### src/rtl/bitmap_record_writer_if.sv
// Bitmap record writer bus: record request, pixel stream and RAM write port.
// The master side is the game logic; the slave side is the record writer,
// which also drives the RAM write strobe, address and data.
interface bitmap_record_writer_if #(
  parameter int ADDR_BITS = 10
);
  logic                 START;
  logic [ADDR_BITS-1:0] BASE_ADDR;
  logic [9:0]           START_X;
  logic [9:0]           START_Y;
  logic [9:0]           COL_COUNT;
  logic [9:0]           ROW_COUNT;
  logic [3:0]           BLOCK_SIZE;
  logic                 BLINK;
  logic                 PIX_VALID;
  logic                 PIX_DATA;
  logic                 PIX_READY;
  logic                 WE;
  logic [ADDR_BITS-1:0] WADDR;
  logic [9:0]           WDATA;
  logic                 BUSY;
  logic                 DONE;
  logic [ADDR_BITS-1:0] NEXT_ADDR;

  modport master (
    output START, BASE_ADDR, START_X, START_Y, COL_COUNT, ROW_COUNT,
           BLOCK_SIZE, BLINK, PIX_VALID, PIX_DATA,
    input  PIX_READY, WE, WADDR, WDATA, BUSY, DONE, NEXT_ADDR
  );

  modport slave (
    input  START, BASE_ADDR, START_X, START_Y, COL_COUNT, ROW_COUNT,
           BLOCK_SIZE, BLINK, PIX_VALID, PIX_DATA,
    output PIX_READY, WE, WADDR, WDATA, BUSY, DONE, NEXT_ADDR
  );
endinterface

### src/rtl/bitmap_record_writer.sv
// Bitmap record writer: writes a 5-word header followed by MSB-first packed
// pixel words into the bitmap RAM, one word per cycle at most. All outputs
// are registered; address arithmetic wraps naturally at ADDR_BITS.
module bitmap_record_writer #(
  parameter int ADDR_BITS = 10
) (
  input  logic                 CLK,
  input  logic                 RESET,
  bitmap_record_writer_if.slave bus
);

  typedef enum logic [2:0] {IDLE, HDR, PIX, LAST, FIN} stateT;

  localparam logic [9:0] MSB_ONE = 10'h200;

  stateT                stateReg;
  logic [ADDR_BITS-1:0] baseAddrReg;
  logic [ADDR_BITS-1:0] dataAddrReg;
  logic [9:0]           hdrWordReg [0:4];
  logic [2:0]           hdrIdxReg;
  logic [19:0]          totalReg;
  logic [19:0]          pixCountReg;
  logic [9:0]           wordAccReg;
  logic [3:0]           bitPosReg;

  logic       pixAccept;
  logic       lastPix;
  logic       wordDone;
  logic [9:0] wordWithBit;

  // Pixel acceptance and word-completion decode for the current cycle.
  always_comb begin
    pixAccept   = (stateReg == PIX) && bus.PIX_VALID && bus.PIX_READY;
    lastPix     = (pixCountReg + 20'd1) == totalReg;
    wordDone    = (bitPosReg == 4'd9) || lastPix;
    wordWithBit = wordAccReg | (bus.PIX_DATA ? (MSB_ONE >> bitPosReg) : 10'd0);
  end

  // Record sequencer: header words, pixel packing, final word, done pulse.
  always_ff @(posedge CLK) begin
    if (RESET) begin
      stateReg      <= IDLE;
      baseAddrReg   <= '0;
      dataAddrReg   <= '0;
      hdrIdxReg     <= '0;
      totalReg      <= '0;
      pixCountReg   <= '0;
      wordAccReg    <= '0;
      bitPosReg     <= '0;
      for (int i = 0; i < 5; i++) hdrWordReg[i] <= '0;
      bus.PIX_READY <= 1'b0;
      bus.WE        <= 1'b0;
      bus.WADDR     <= '0;
      bus.WDATA     <= '0;
      bus.BUSY      <= 1'b0;
      bus.DONE      <= 1'b0;
      bus.NEXT_ADDR <= '0;
    end else begin
      case (stateReg)
        IDLE: begin
          bus.WE <= 1'b0;
          if (bus.START) begin
            // Latch everything now; header word 0 goes out immediately.
            baseAddrReg   <= bus.BASE_ADDR;
            dataAddrReg   <= bus.BASE_ADDR + ADDR_BITS'(5);
            hdrWordReg[0] <= bus.START_X;
            hdrWordReg[1] <= bus.START_Y;
            hdrWordReg[2] <= bus.COL_COUNT;
            hdrWordReg[3] <= bus.ROW_COUNT;
            hdrWordReg[4] <= {bus.BLOCK_SIZE, bus.BLINK, 5'b0};
            totalReg      <= 20'(bus.COL_COUNT) * 20'(bus.ROW_COUNT);
            pixCountReg   <= '0;
            wordAccReg    <= '0;
            bitPosReg     <= '0;
            hdrIdxReg     <= 3'd1;
            bus.WE        <= 1'b1;
            bus.WADDR     <= bus.BASE_ADDR;
            bus.WDATA     <= bus.START_X;
            bus.BUSY      <= 1'b1;
            stateReg      <= HDR;
          end
        end
        HDR: begin
          if (hdrIdxReg != 3'd5) begin
            bus.WE    <= 1'b1;
            bus.WADDR <= baseAddrReg + ADDR_BITS'(hdrIdxReg);
            bus.WDATA <= hdrWordReg[hdrIdxReg];
            hdrIdxReg <= hdrIdxReg + 3'd1;
          end else begin
            bus.WE <= 1'b0;
            if (totalReg == '0) begin
              bus.DONE      <= 1'b1;
              bus.NEXT_ADDR <= dataAddrReg;
              stateReg      <= FIN;
            end else begin
              bus.PIX_READY <= 1'b1;
              stateReg      <= PIX;
            end
          end
        end
        PIX: begin
          bus.WE <= 1'b0;
          if (pixAccept) begin
            pixCountReg <= pixCountReg + 20'd1;
            if (wordDone) begin
              // Word full (or last pixel): write it next cycle, low bits stay 0.
              bus.WE      <= 1'b1;
              bus.WADDR   <= dataAddrReg;
              bus.WDATA   <= wordWithBit;
              dataAddrReg <= dataAddrReg + ADDR_BITS'(1);
              wordAccReg  <= '0;
              bitPosReg   <= '0;
              if (lastPix) begin
                bus.PIX_READY <= 1'b0;
                stateReg      <= LAST;
              end
            end else begin
              wordAccReg <= wordWithBit;
              bitPosReg  <= bitPosReg + 4'd1;
            end
          end
        end
        LAST: begin
          bus.WE        <= 1'b0;
          bus.DONE      <= 1'b1;
          bus.NEXT_ADDR <= dataAddrReg;
          stateReg      <= FIN;
        end
        FIN: begin
          bus.WE   <= 1'b0;
          bus.DONE <= 1'b0;
          bus.BUSY <= 1'b0;
          stateReg <= IDLE;
        end
        default: begin
          bus.WE   <= 1'b0;
          stateReg <= IDLE;
        end
      endcase
    end
  end

endmodule

### src/flat_wrapper.sv
// flat-port wrapper written by rule: the top's interface ports become plain ports
module bitmap_record_writer_flat 
#(
  parameter int ADDR_BITS = 10
)
  (CLK, RESET, bus_START, bus_BASE_ADDR, bus_START_X, bus_START_Y, bus_COL_COUNT, bus_ROW_COUNT, bus_BLOCK_SIZE, bus_BLINK, bus_PIX_VALID, bus_PIX_DATA, bus_PIX_READY, bus_WE, bus_WADDR, bus_WDATA, bus_BUSY, bus_DONE, bus_NEXT_ADDR);
  bitmap_record_writer_if #(.ADDR_BITS(ADDR_BITS)) bus_i ();
  input  logic CLK;
  input  logic RESET;
  input wire logic [$bits(bus_i.START)-1:0] bus_START;
  input wire logic [$bits(bus_i.BASE_ADDR)-1:0] bus_BASE_ADDR;
  input wire logic [$bits(bus_i.START_X)-1:0] bus_START_X;
  input wire logic [$bits(bus_i.START_Y)-1:0] bus_START_Y;
  input wire logic [$bits(bus_i.COL_COUNT)-1:0] bus_COL_COUNT;
  input wire logic [$bits(bus_i.ROW_COUNT)-1:0] bus_ROW_COUNT;
  input wire logic [$bits(bus_i.BLOCK_SIZE)-1:0] bus_BLOCK_SIZE;
  input wire logic [$bits(bus_i.BLINK)-1:0] bus_BLINK;
  input wire logic [$bits(bus_i.PIX_VALID)-1:0] bus_PIX_VALID;
  input wire logic [$bits(bus_i.PIX_DATA)-1:0] bus_PIX_DATA;
  output wire logic [$bits(bus_i.PIX_READY)-1:0] bus_PIX_READY;
  output wire logic [$bits(bus_i.WE)-1:0] bus_WE;
  output wire logic [$bits(bus_i.WADDR)-1:0] bus_WADDR;
  output wire logic [$bits(bus_i.WDATA)-1:0] bus_WDATA;
  output wire logic [$bits(bus_i.BUSY)-1:0] bus_BUSY;
  output wire logic [$bits(bus_i.DONE)-1:0] bus_DONE;
  output wire logic [$bits(bus_i.NEXT_ADDR)-1:0] bus_NEXT_ADDR;
  assign bus_i.START = bus_START;
  assign bus_i.BASE_ADDR = bus_BASE_ADDR;
  assign bus_i.START_X = bus_START_X;
  assign bus_i.START_Y = bus_START_Y;
  assign bus_i.COL_COUNT = bus_COL_COUNT;
  assign bus_i.ROW_COUNT = bus_ROW_COUNT;
  assign bus_i.BLOCK_SIZE = bus_BLOCK_SIZE;
  assign bus_i.BLINK = bus_BLINK;
  assign bus_i.PIX_VALID = bus_PIX_VALID;
  assign bus_i.PIX_DATA = bus_PIX_DATA;
  assign bus_PIX_READY = bus_i.PIX_READY;
  assign bus_WE = bus_i.WE;
  assign bus_WADDR = bus_i.WADDR;
  assign bus_WDATA = bus_i.WDATA;
  assign bus_BUSY = bus_i.BUSY;
  assign bus_DONE = bus_i.DONE;
  assign bus_NEXT_ADDR = bus_i.NEXT_ADDR;
  bitmap_record_writer #(.ADDR_BITS(ADDR_BITS)) u_core (.CLK(CLK), .RESET(RESET), .bus(bus_i));
endmodule
### config.mk
export PLATFORM = sky130hd
export DESIGN_NAME = bitmap_record_writer_flat
export DESIGN_NICKNAME = d
export VERILOG_FILES = /design/src/rtl/bitmap_record_writer_if.sv /design/src/rtl/bitmap_record_writer.sv /design/src/flat_wrapper.sv
export SDC_FILE = /design/constraint.sdc
export NUM_CORES = 1
export LEC_CHECK = 0
export BUFFER_PORTS_ARGS = -buffer_cell sky130_fd_sc_hd__buf_2
export CAP_MARGIN = 25
export CORE_ASPECT_RATIO = 1.25
export CORE_MARGIN = 2
export CORE_UTILIZATION = 25
export DETAILED_ROUTE_END_ITERATION = 10
export SLEW_MARGIN = 20
export SYNTH_ARGS = -nofsm -noshare
export SYNTH_HDL_FRONTEND = slang
export SYNTH_SLANG_ARGS = --single-unit
### constraint.sdc
create_clock -name CLK -period 9.1 [get_ports CLK]
set_input_delay 0.91 -clock CLK [delete_from_list [all_inputs] [get_ports CLK]]
set_output_delay 0.91 -clock CLK [all_outputs]
set_load 0.01 [all_outputs]
==> impl_metrics.ini <==
[floorplan]
coreArea_um2 = 45100
ioPinCount = 94
die-width_um = 195
die_h_um = 243
initial_utilization_pct = 25.3
rows = 87
die_area_um2 = 47400

[logic_synthesis]
yosysWarnings = 0
ys_ff_latch = 162
synthTopCellsByArea = dfxtp_1, edfxtp_1, fa_1
syn_inst = 1272
netlist.area_leader.share_pct = 20.5
ys.flop_type = dfxtp_1
netlist_top_cells_count = nand2_1, dfxtp_1, a21oi_1, nor2_1, and2_1
yosysMostFrequentCell = nand2_1
syn_area_per_cell_um2 = 8.97
synth_fp_nets = 1464
synth-seq-area-share_pct = 32.4
async_reset_ff_share_pct = 0
synth_cell_type_count = 66
netlist_area_um2 = 11400
synth_edf_count = 45
yosys.area.top_type = dfxtp_1

[hold_path]
hold_path_class = flip-flop to flip-flop

[layout]
synthToLayoutAreaGrowth_pct = 13.4
final_cell_area_um2 = 12900
nets = 1500
drive_gt1_share_pct = 12.3
fill_cells = 4780
antenna_cells = 0

[pwr]
power_leakage_nw = 5.49
power_density_nw_per_um2 = 230
peakVddDrop_mv = 0.141

[grt]
met3_usage_pct = 1.85
grtUsageTotal_pct = 13.0
gr-usage-met2_pct = 23.2
busiest_layer = met2
antenna_found_initial = 2
overflow = 0
use_met1_pct = 15.8
grt_pass1_wl_um = 49100
grt_pass1_vias = 9138
grt_max_degree = 72

[critical_path]
setup.worst_path.start_class = input port
critPathArrivalTime_ns = 6.33
required_ns = 9.42
cp-end-kind = flip-flop
crit_type = input port to flip-flop
cp_max_fo = 11

[timing]
slew_headroom_pct = 39.7
skew_ns = 0.0134
setup_viol = 0
finalCritPeriodShare_pct = 66.1
period_needed_ns = 6.01
slew_violations = 0
fmax_mhz = 166
hold_violations = 0
worst_slew_pin_slew_ns = 0.901
fin_ws_ns = 3.09
rsz0062_at_grt = false
finalSetupTns_ns = 0

[placed_design]
gp_congestion = 0.867
placed_area_um2 = 12400
port_buffers = 93
pre_cts_slack_ns = 2.66
post-dp-hpwl_um = 23300

[cts]
h-tree-depth = 4
cts_setup_buffers = 0
cts_hold_buf = 0
clk_latency_ns = 0.43
clkSinkCount = 162
cts_made_buffers = 17
clock_path_buffers = 2
cts-root-buf = clkbuf_16
cts_tree = done
post_cts_resized = 0
clkSlewWorstSetupHoldPaths_ns = 0.07

[route]
ant_nets = 0
drc_errors = 0
dr.pass1.iters = 5
routed_wl_um = 30800
vias = 9438
drt-wirelength-per-cell_um = 16.2
drt_iter0_drc = 583
vias_per_cell = 4.97

[run]
maxCapViolations = 0

[run_status]
outcome = finished, final reports clean
==> layout by cell type, fill, tap and decap left out, drive strengths merged, types with 8 or more instances in the layout <==
cell	Yosys	final
ha	69	69
mux2i	15	15
a22o	9	9
xor2	16	16
mux4	10	10
a22oi	8	8
dfxtp	117	117
nand2	138	138
o21bai	14	14
fa	63	63
nor2	92	92
o311a	12	12
and3	54	54
inv	66	68
xnor2	38	38
clkinv	0	9
a21oi	97	97
clkbuf	70	19
nand3	16	16
a311oi	8	8
or3	16	16
nor4	15	15
o21ai	57	57
and2	71	71
nor2b	10	10
a31oi	10	10
a21o	9	9
nor3	19	19
nand4	15	15
edfxtp	45	45
buf	18	105
==> through the flow <==
stage          std cells  hold WS [ns]  power, mW  utilization [%]
6_report            1899         0.461       2.98             28.7
5_1_grt             1899         0.492       3.20             28.7
4_1_cts             1899         0.459       3.01             28.7
3_5_place_dp        1867         0.451       2.30             27.4
3_3_place_gp        1867         0.448       2.28             27.4
2_1_floorplan       1272         0.437       1.95                -
==> logic make-up (layout without fill, tap and decap cells) <==
group / Yosys count / after routing / share of synthesized area [%]
adder cells (fa/ha/maj): 132 / 132 / 18.6
flip-flops: 162 / 162 / 32.4
XOR/XNOR: 54 / 54 / 4.14
multiplexers: 25 / 25 / 3.29
buffers and inverters: 154 / 203 / 5.26
AND/OR/NAND/NOR: 476 / 476 / 21.3
AO/OA/AOI/OAI: 269 / 269 / 15.1
==> layer usage <==
metal | wire length [µm] | part of all wire (%)
met1 | 13000 | 42
met2 | 16000 | 52
met3 | 1110 | 3.6
met4 | 590 | 1.9
met5 | 21 | 0.068
==> critical path, cell delays in order <==
cell and delay [ns]:
buf_2 0.20, nand2_1 0.11, fa_1 0.53, inv_1 0.05, fa_1 0.51, inv_1 0.05
fa_1 0.47, inv_1 0.06, fa_1 0.52, inv_1 0.05, fa_1 0.53, inv_1 0.04
ha_1 0.21, or3_1 0.39, o41ai_1 0.69, o221ai_1 0.30, o21ai_0 0.26, a2111oi_0 0.16
a211o_1 0.30
==> worst paths after layout <==
kind / start / to / slack [ns] / cells after the start
max: bus_COL_COUNT[5] / u_core.totalReg[17]$_SDFFE_PP0P_ / 3.09 / 19
min: u_core.baseAddrReg[0]$_SDFFE_PP0P_ / u_core.baseAddrReg[0]$_SDFFE_PP0P_ / 0.46 / 2
min reg2reg: u_core.baseAddrReg[0]$_SDFFE_PP0P_ / u_core.baseAddrReg[0]$_SDFFE_PP0P_ / 0.46 / 2
max reg2reg: u_core.pixCountReg[0]$_SDFFE_PP0P_ / u_core.bus.WDATA[0]$_SDFFE_PP0P_ / 5.30 / 11
==> state kept, by name, summed over array words and instances (netlist names), named ones only <==
name	flops
u_core.baseAddrReg	10
u_core.bitPosReg	4
u_core.bus.BUSY	1
u_core.bus.DONE	1
u_core.bus.NEXT_ADDR	10
u_core.bus.PIX_READY	1
u_core.bus.WADDR	10
u_core.bus.WDATA	10
u_core.bus.WE	1
u_core.dataAddrReg	10
u_core.hdrIdxReg	3
u_core.hdrWordReg	45
u_core.pixCountReg	20
u_core.stateReg	3
u_core.totalReg	20
u_core.wordAccReg	10
==> power by group <==
group          internal, mW  switching (mW)  total, mW  leakage [nW]
combinational         0.575           0.737       1.31          3.77
clock                 0.397           0.307      0.705         0.283
sequential            0.864          0.0970      0.961          1.44
total                  1.84            1.14       2.98          5.49
==> final cells by class <==
class / instances / area (µm²) / area share, %
flip-flops and latches: 162 / 3690 / 28.5
clock inverters: 13 / 126 / 0.977
repair buffers: 105 / 556 / 4.29
clock buffers: 19 / 454 / 3.51
well taps: 578 / 723 / 5.59
multi-input cells: 956 / 7140 / 55.2
inverters: 66 / 248 / 1.91
Power figures use the tool's default switching activity.
